$ cat config.mk
export PLATFORM = sky130hd
export DESIGN_NAME = exe_reg_bypass
export DESIGN_NICKNAME = d
export VERILOG_FILES = /design/src/rtl/vi_pipe_pkg.sv /design/src/rtl/bypass_mux.sv /design/src/rtl/exe_reg_bypass.sv
export SDC_FILE = /design/constraint.sdc
export NUM_CORES = 1
export LEC_CHECK = 0
export ABC_AREA = 1
export BUFFER_PORTS_ARGS = -buffer_cell sky130_fd_sc_hd__buf_4
export CAP_MARGIN = 20
export CORE_AREA = 4 4 189 191
export CTS_CLUSTER_DIAMETER = 100
export DETAILED_ROUTE_END_ITERATION = 10
export DIE_AREA = 0 0 193 195
export PLACE_DENSITY = 0.5
export RECOVER_POWER = 100
export SLEW_MARGIN = 20
export SYNTH_ARGS = -nofsm -noshare
export SYNTH_HDL_FRONTEND = slang
export SYNTH_SLANG_ARGS = --single-unit
$ cat constraint.sdc
create_clock -name clock -period 4.13 [get_ports clock]
set_input_delay 0.826 -clock clock [delete_from_list [all_inputs] [get_ports clock]]
set_output_delay 0.826 -clock clock [all_outputs]
set_load 0.02 [all_outputs]
$ cat src/rtl/vi_pipe_pkg.sv
// Shared pipeline widths plus the latency helper used by the exe/reg bypass logic.
// Pure package: no state, no timing.
package vi_pipe_pkg;

  localparam int XLEN       = 64;
  localparam int REG_ADDR_W = 5;
  localparam int NUM_REGS   = 32;
  localparam int LAT_W      = 3;

  // A zero latency field still occupies the long unit for one cycle.
  function automatic logic [LAT_W-1:0] eff_latency(input logic [LAT_W-1:0] lat);
    return (lat == '0) ? LAT_W'(1) : lat;
  endfunction

endpackage

$ cat src/rtl/bypass_mux.sv
// Operand forward select: x0 -> exe -> long return -> writeback -> register file.
// Purely combinational, zero latency, no backpressure.
module bypass_mux
  import vi_pipe_pkg::*;
(
  input  logic [REG_ADDR_W-1:0] i_addr,
  input  logic [XLEN-1:0]       i_reg_data,
  input  logic                  i_exe_we,
  input  logic [REG_ADDR_W-1:0] i_exe_addr,
  input  logic [XLEN-1:0]       i_exe_data,
  input  logic                  i_long_vld,
  input  logic [REG_ADDR_W-1:0] i_long_addr,
  input  logic [XLEN-1:0]       i_long_data,
  input  logic                  i_wb_we,
  input  logic [REG_ADDR_W-1:0] i_wb_addr,
  input  logic [XLEN-1:0]       i_wb_data,
  output logic [XLEN-1:0]       o_data
);

  always_comb begin
    o_data = i_reg_data;
    if (i_addr == '0)
      o_data = '0;
    else if (i_exe_we && (i_exe_addr == i_addr))
      o_data = i_exe_data;
    else if (i_long_vld && (i_long_addr == i_addr))
      o_data = i_long_data;
    else if (i_wb_we && (i_wb_addr == i_addr))
      o_data = i_wb_data;
  end

endmodule

$ cat src/rtl/exe_reg_bypass.sv
// Reg->exe operand bypass with long-op scoreboard; fwd is combinational, stall is same-cycle.
// Stall holds the register stage on RAW/WAW against in-flight long ops or a busy long unit.
module exe_reg_bypass
  import vi_pipe_pkg::*;
(
  input  logic                  clock,
  input  logic                  reset,
  input  logic                  reg_issue_valid,
  input  logic [REG_ADDR_W-1:0] reg_read_addr_a,
  input  logic [REG_ADDR_W-1:0] reg_read_addr_b,
  input  logic [XLEN-1:0]       reg_int_data_a,
  input  logic [XLEN-1:0]       reg_int_data_b,
  input  logic                  reg_int_write_enable,
  input  logic [REG_ADDR_W-1:0] reg_write_addr,
  input  logic                  reg_is_long,
  input  logic [LAT_W-1:0]      reg_long_latency,
  input  logic                  exe_int_write_enable,
  input  logic [REG_ADDR_W-1:0] exe_write_addr,
  input  logic [XLEN-1:0]       exe_result,
  input  logic                  long_valid,
  input  logic [REG_ADDR_W-1:0] long_write_addr,
  input  logic [XLEN-1:0]       long_data,
  input  logic                  wb_int_write_enable,
  input  logic [REG_ADDR_W-1:0] wb_write_addr,
  input  logic [XLEN-1:0]       wb_data,
  output logic [XLEN-1:0]       fwd_int_data_a,
  output logic [XLEN-1:0]       fwd_int_data_b,
  output logic                  stall
);

  logic [NUM_REGS-1:0] r_busy;
  logic [LAT_W-1:0]    r_long_cnt;

  logic [NUM_REGS-1:0] w_busy_nxt;
  logic w_raw_a, w_raw_b, w_waw, w_struct;
  logic w_accept, w_long_issue, w_busy_set;

  // A long result returning this cycle is forwarded, so it resolves its own hazard.
  assign w_raw_a  = (reg_read_addr_a != '0) && r_busy[reg_read_addr_a] &&
                    !(long_valid && (long_write_addr == reg_read_addr_a));
  assign w_raw_b  = (reg_read_addr_b != '0) && r_busy[reg_read_addr_b] &&
                    !(long_valid && (long_write_addr == reg_read_addr_b));
  assign w_waw    = reg_int_write_enable && r_busy[reg_write_addr] &&
                    !(long_valid && (long_write_addr == reg_write_addr));
  assign w_struct = reg_is_long && (r_long_cnt != '0);

  assign stall = reg_issue_valid && !reset && (w_raw_a || w_raw_b || w_waw || w_struct);

  assign w_accept     = reg_issue_valid && !stall;
  assign w_long_issue = w_accept && reg_is_long;
  assign w_busy_set   = w_long_issue && reg_int_write_enable && (reg_write_addr != '0);

  // Set is applied after clear so a same-address collision leaves the bit set.
  always_comb begin
    w_busy_nxt = r_busy;
    if (long_valid)
      w_busy_nxt[long_write_addr] = 1'b0;
    if (w_busy_set)
      w_busy_nxt[reg_write_addr] = 1'b1;
  end

  always_ff @(posedge clock) begin
    if (reset) begin
      r_busy     <= '0;
      r_long_cnt <= '0;
    end else begin
      r_busy <= w_busy_nxt;
      if (w_long_issue)
        r_long_cnt <= eff_latency(reg_long_latency);
      else if (r_long_cnt != '0)
        r_long_cnt <= r_long_cnt - LAT_W'(1);
    end
  end

  bypass_mux u_mux_a (
    .i_addr      (reg_read_addr_a),
    .i_reg_data  (reg_int_data_a),
    .i_exe_we    (exe_int_write_enable),
    .i_exe_addr  (exe_write_addr),
    .i_exe_data  (exe_result),
    .i_long_vld  (long_valid),
    .i_long_addr (long_write_addr),
    .i_long_data (long_data),
    .i_wb_we     (wb_int_write_enable),
    .i_wb_addr   (wb_write_addr),
    .i_wb_data   (wb_data),
    .o_data      (fwd_int_data_a)
  );

  bypass_mux u_mux_b (
    .i_addr      (reg_read_addr_b),
    .i_reg_data  (reg_int_data_b),
    .i_exe_we    (exe_int_write_enable),
    .i_exe_addr  (exe_write_addr),
    .i_exe_data  (exe_result),
    .i_long_vld  (long_valid),
    .i_long_addr (long_write_addr),
    .i_long_data (long_data),
    .i_wb_we     (wb_int_write_enable),
    .i_wb_addr   (wb_write_addr),
    .i_wb_data   (wb_data),
    .o_data      (fwd_int_data_b)
  );

endmodule

==> reports/qor.yml <==
global_route:
  gr-total-overflow: 0
  grt_pass1_vias: 11600
  grt_max_degree: 60
  grt_pass1_wl_um: 74300
  grt_usage: 0.256
  antenna_found_initial: 7
synthesis:
  synth-seq-area-share: 0.0959
  synth_cells: 1396
  syn_area_per_cell_um2: 5.24
  ys_types: 34
  ys.flop_type: "dfxtp_1"
  synth.most_common_cell: "nand2_1"
  synth_area_leaders: "nand2_1 (22%), o211ai_1 (15%), a31oi_1 (11%)"
  synth_fp_nets: 1759
  synth_top_area_frac: 0.216
  synth_edf_count: 0
  synthesis.area_um2: 7310
  synth-seq-cells: 35
  async_flop_share: 0
  yosysTopAreaCell: "nand2_1"
  synth_common_cells: "nand2_1 (420), o21ai_0 (149), o211ai_1 (143)"
  yosysWarnings: 0
setup_path:
  end_kind: "output port"
  rr_startpoint: "r_busy[21]"
  crit_fanout: 38
  slowest_stage: "a221oi_1"
  cp_data_arrival_time_ns: 3.05
  cp.buffers_inverters: 6
  path_common_cell: "buf_4"
  path_cells: "buf_4 -> clkinv_1 -> clkbuf_2 -> nor2_1 -> a221oi_1 -> nand3_4 -> buf_4 -> buf_12 -> o21ai_0 -> a31oi_1 -> clkbuf_1"
  r2r_slack_ns: 1.89
  cp.required_ns: 3.30
  crit_family: "buffers and inverters"
  cp_slowest_stage_delay_ns: 0.36
  reg2reg_depth: 14
  criticalPathCategory: "in -> out"
  r2r-end: "r_busy[29]"
  start_kind: "primary input"
sta:
  skew_ns: 0.0106
  rsz0062_at_grt: "no"
  slew_viol_final: 9
  period_share: 0.939
  final-setup-viol-count: 0
  finalCriticalPeriod_ns: 3.88
  fmax_mhz: 258
  finalSetupTns_ns: 0
  slew_headroom: -0.0417
  finalHoldViolations: 0
  worst_pin_slew_ns: 1.55
place:
  place_congestion: 1.04
  place_area_um2: 11700
  port_buffers: 489
  dpl.hpwl_um: 41700
detailed_routing:
  wirelength_um: 52100
  ant_nets: 0
  drt-initial-drc-count: 1118
  num_vias: 12000
  firstDrtPassIters: 6
  drcViolationCount: 0
  viasPerCell: 5.23
  post_drt_wl_per_cell_um: 22.7
power:
  power_mw: 1.98
  switching_share: 0.422
  p_int_mw: 1.14
  power.leakage_nw: 5.00
  combPwrFrac: 0.592
  ir_worst_vdd_uv: 206
  p_per_area_nw_per_um2: 172
  p_seq_frac: 0.179
  power_frac_clock: 0.229
  netSwitchingPower_mw: 0.837
final_layout:
  drive_gt1_frac: 0.273
  nets: 2193
  area_growth_pct: 57.9
  final_area_um2: 11500
cts:
  cts_resized: 0
  htreeDepth: 2
  cts_made_buffers: 5
  clock-sinks: 35
  cts-root-buf: "clkbuf_16"
  post_cts_buffers: 0
  cts.clk_slew.worst_paths_ns: 0.05
  holdBufCountCts: 0
  cts_tree: "built"
  clk_latency_ns: 0.29
  clock_path_buffers: 2
worst_hold_path:
  hold_depth: 2
  hp-start: "r_busy[0]"
  worst_hold_path.endpoint: "r_busy[0]"
  min_path_type: "reg -> reg"
floorplan:
  core_um2: 34100
  chipHeight_um: 195
  start_util: 0.214
  io_pins: 490
  chipWidth_um: 193
  fp-row-count: 68
  dieArea_um2: 37600
status:
  violations: "capacitance limit, slew limit"
  status: "finished with violations"
job:
  maxCapViolCount: 1
-- cell families after synthesis --
logic type,Yosys count,synth area share
simple gates,603,0.333
compound gates,496,0.420
buf+inv,254,0.141
flops,35,0.0959
xor+xnor,6,0.00719
fa+ha+maj,2,0.00342
-- tightest hold or removal path, cell delays in order, from the launching register on --
cell      delay (ns)
dfxtp_1         0.33
inv_1           0.07
a211oi_1        0.04
-- sequential cells by signal (all words and copies together), names as in the netlist --
register	count
r_busy	32
r_long_cnt	3
-- power by group through the flow --
stage	registers, mW	clock network, mW	logic [mW]
floorplan	0.362	0	0.552
global placement	0.363	0	1.23
detailed placement	0.363	0	1.23
CTS	0.355	0.462	1.24
global route	0.356	0.478	1.26
finish	0.355	0.453	1.17
-- routing by layer --
| layer | track usage | routed length, um |
|---|---|---|
| met3 | 0.0633 | 5840 |
| met4 | 0.0724 | 1630 |
| met1 | 0.335 | 21100 |
| met5 | 0 | 17 |
| met2 | 0.419 | 23600 |
-- stage by stage --
stage / std cells / setup slack, ns / utilization / hold WS (ns)
after floorplan: 1396 / 0.764 / - / 0.438
after global placement: 2278 / 0.375 / 0.344 / 0.471
after detailed placement: 2278 / 0.418 / 0.344 / 0.467
after global routing: 2290 / 0.146 / 0.338 / 0.519
final: 2294 / 0.250 / 0.338 / 0.483
after CTS: 2286 / 0.413 / 0.349 / 0.476
-- how the worst max path moves through the flow --
stage / slack, ns / to / cells after the start / from
6_report: 0.25 / fwd_int_data_a[24] / 11 / reg_read_addr_a[2]
5_1_grt: 0.15 / fwd_int_data_a[20] / 11 / reg_read_addr_a[2]
4_1_cts: 0.41 / fwd_int_data_a[51] / 10 / reg_read_addr_a[1]
3_5_place_dp: 0.42 / fwd_int_data_a[51] / 10 / reg_read_addr_a[1]
3_3_place_gp: 0.37 / fwd_int_data_a[51] / 10 / reg_read_addr_a[1]
2_1_floorplan: 0.76 / fwd_int_data_a[53] / 12 / reg_read_addr_a[0]
-- final cells by class --
class	count	area, um^2
antenna	8	20.0
clock buffer	6	139
clock inverter	2	35.0
fill	3960	22600
inverter	132	500
multi-input combinational	1107	5600
sequential	35	701
tap	455	569
timing repair buffer	549	3980
-- cells in the final DEF, fill, tap and decap left out, drive strengths merged, types with 2 or more instances in the layout --
| master | n |
|---|---|
| a211oi | 3 |
| a21boi | 8 |
| a21oi | 44 |
| a221oi | 4 |
| a31oi | 128 |
| and2 | 2 |
| buf | 461 |
| clkbuf | 94 |
| clkinv | 2 |
| dfxtp | 35 |
| diode | 8 |
| ha | 2 |
| inv | 131 |
| nand2 | 421 |
| nand3 | 38 |
| nand4 | 4 |
| nor2 | 115 |
| nor3 | 22 |
| o2111ai | 2 |
| o211ai | 143 |
| o21ai | 153 |
| o22ai | 11 |
| xor2 | 5 |
No activity file was read; power rests on OpenSTA's default activity.
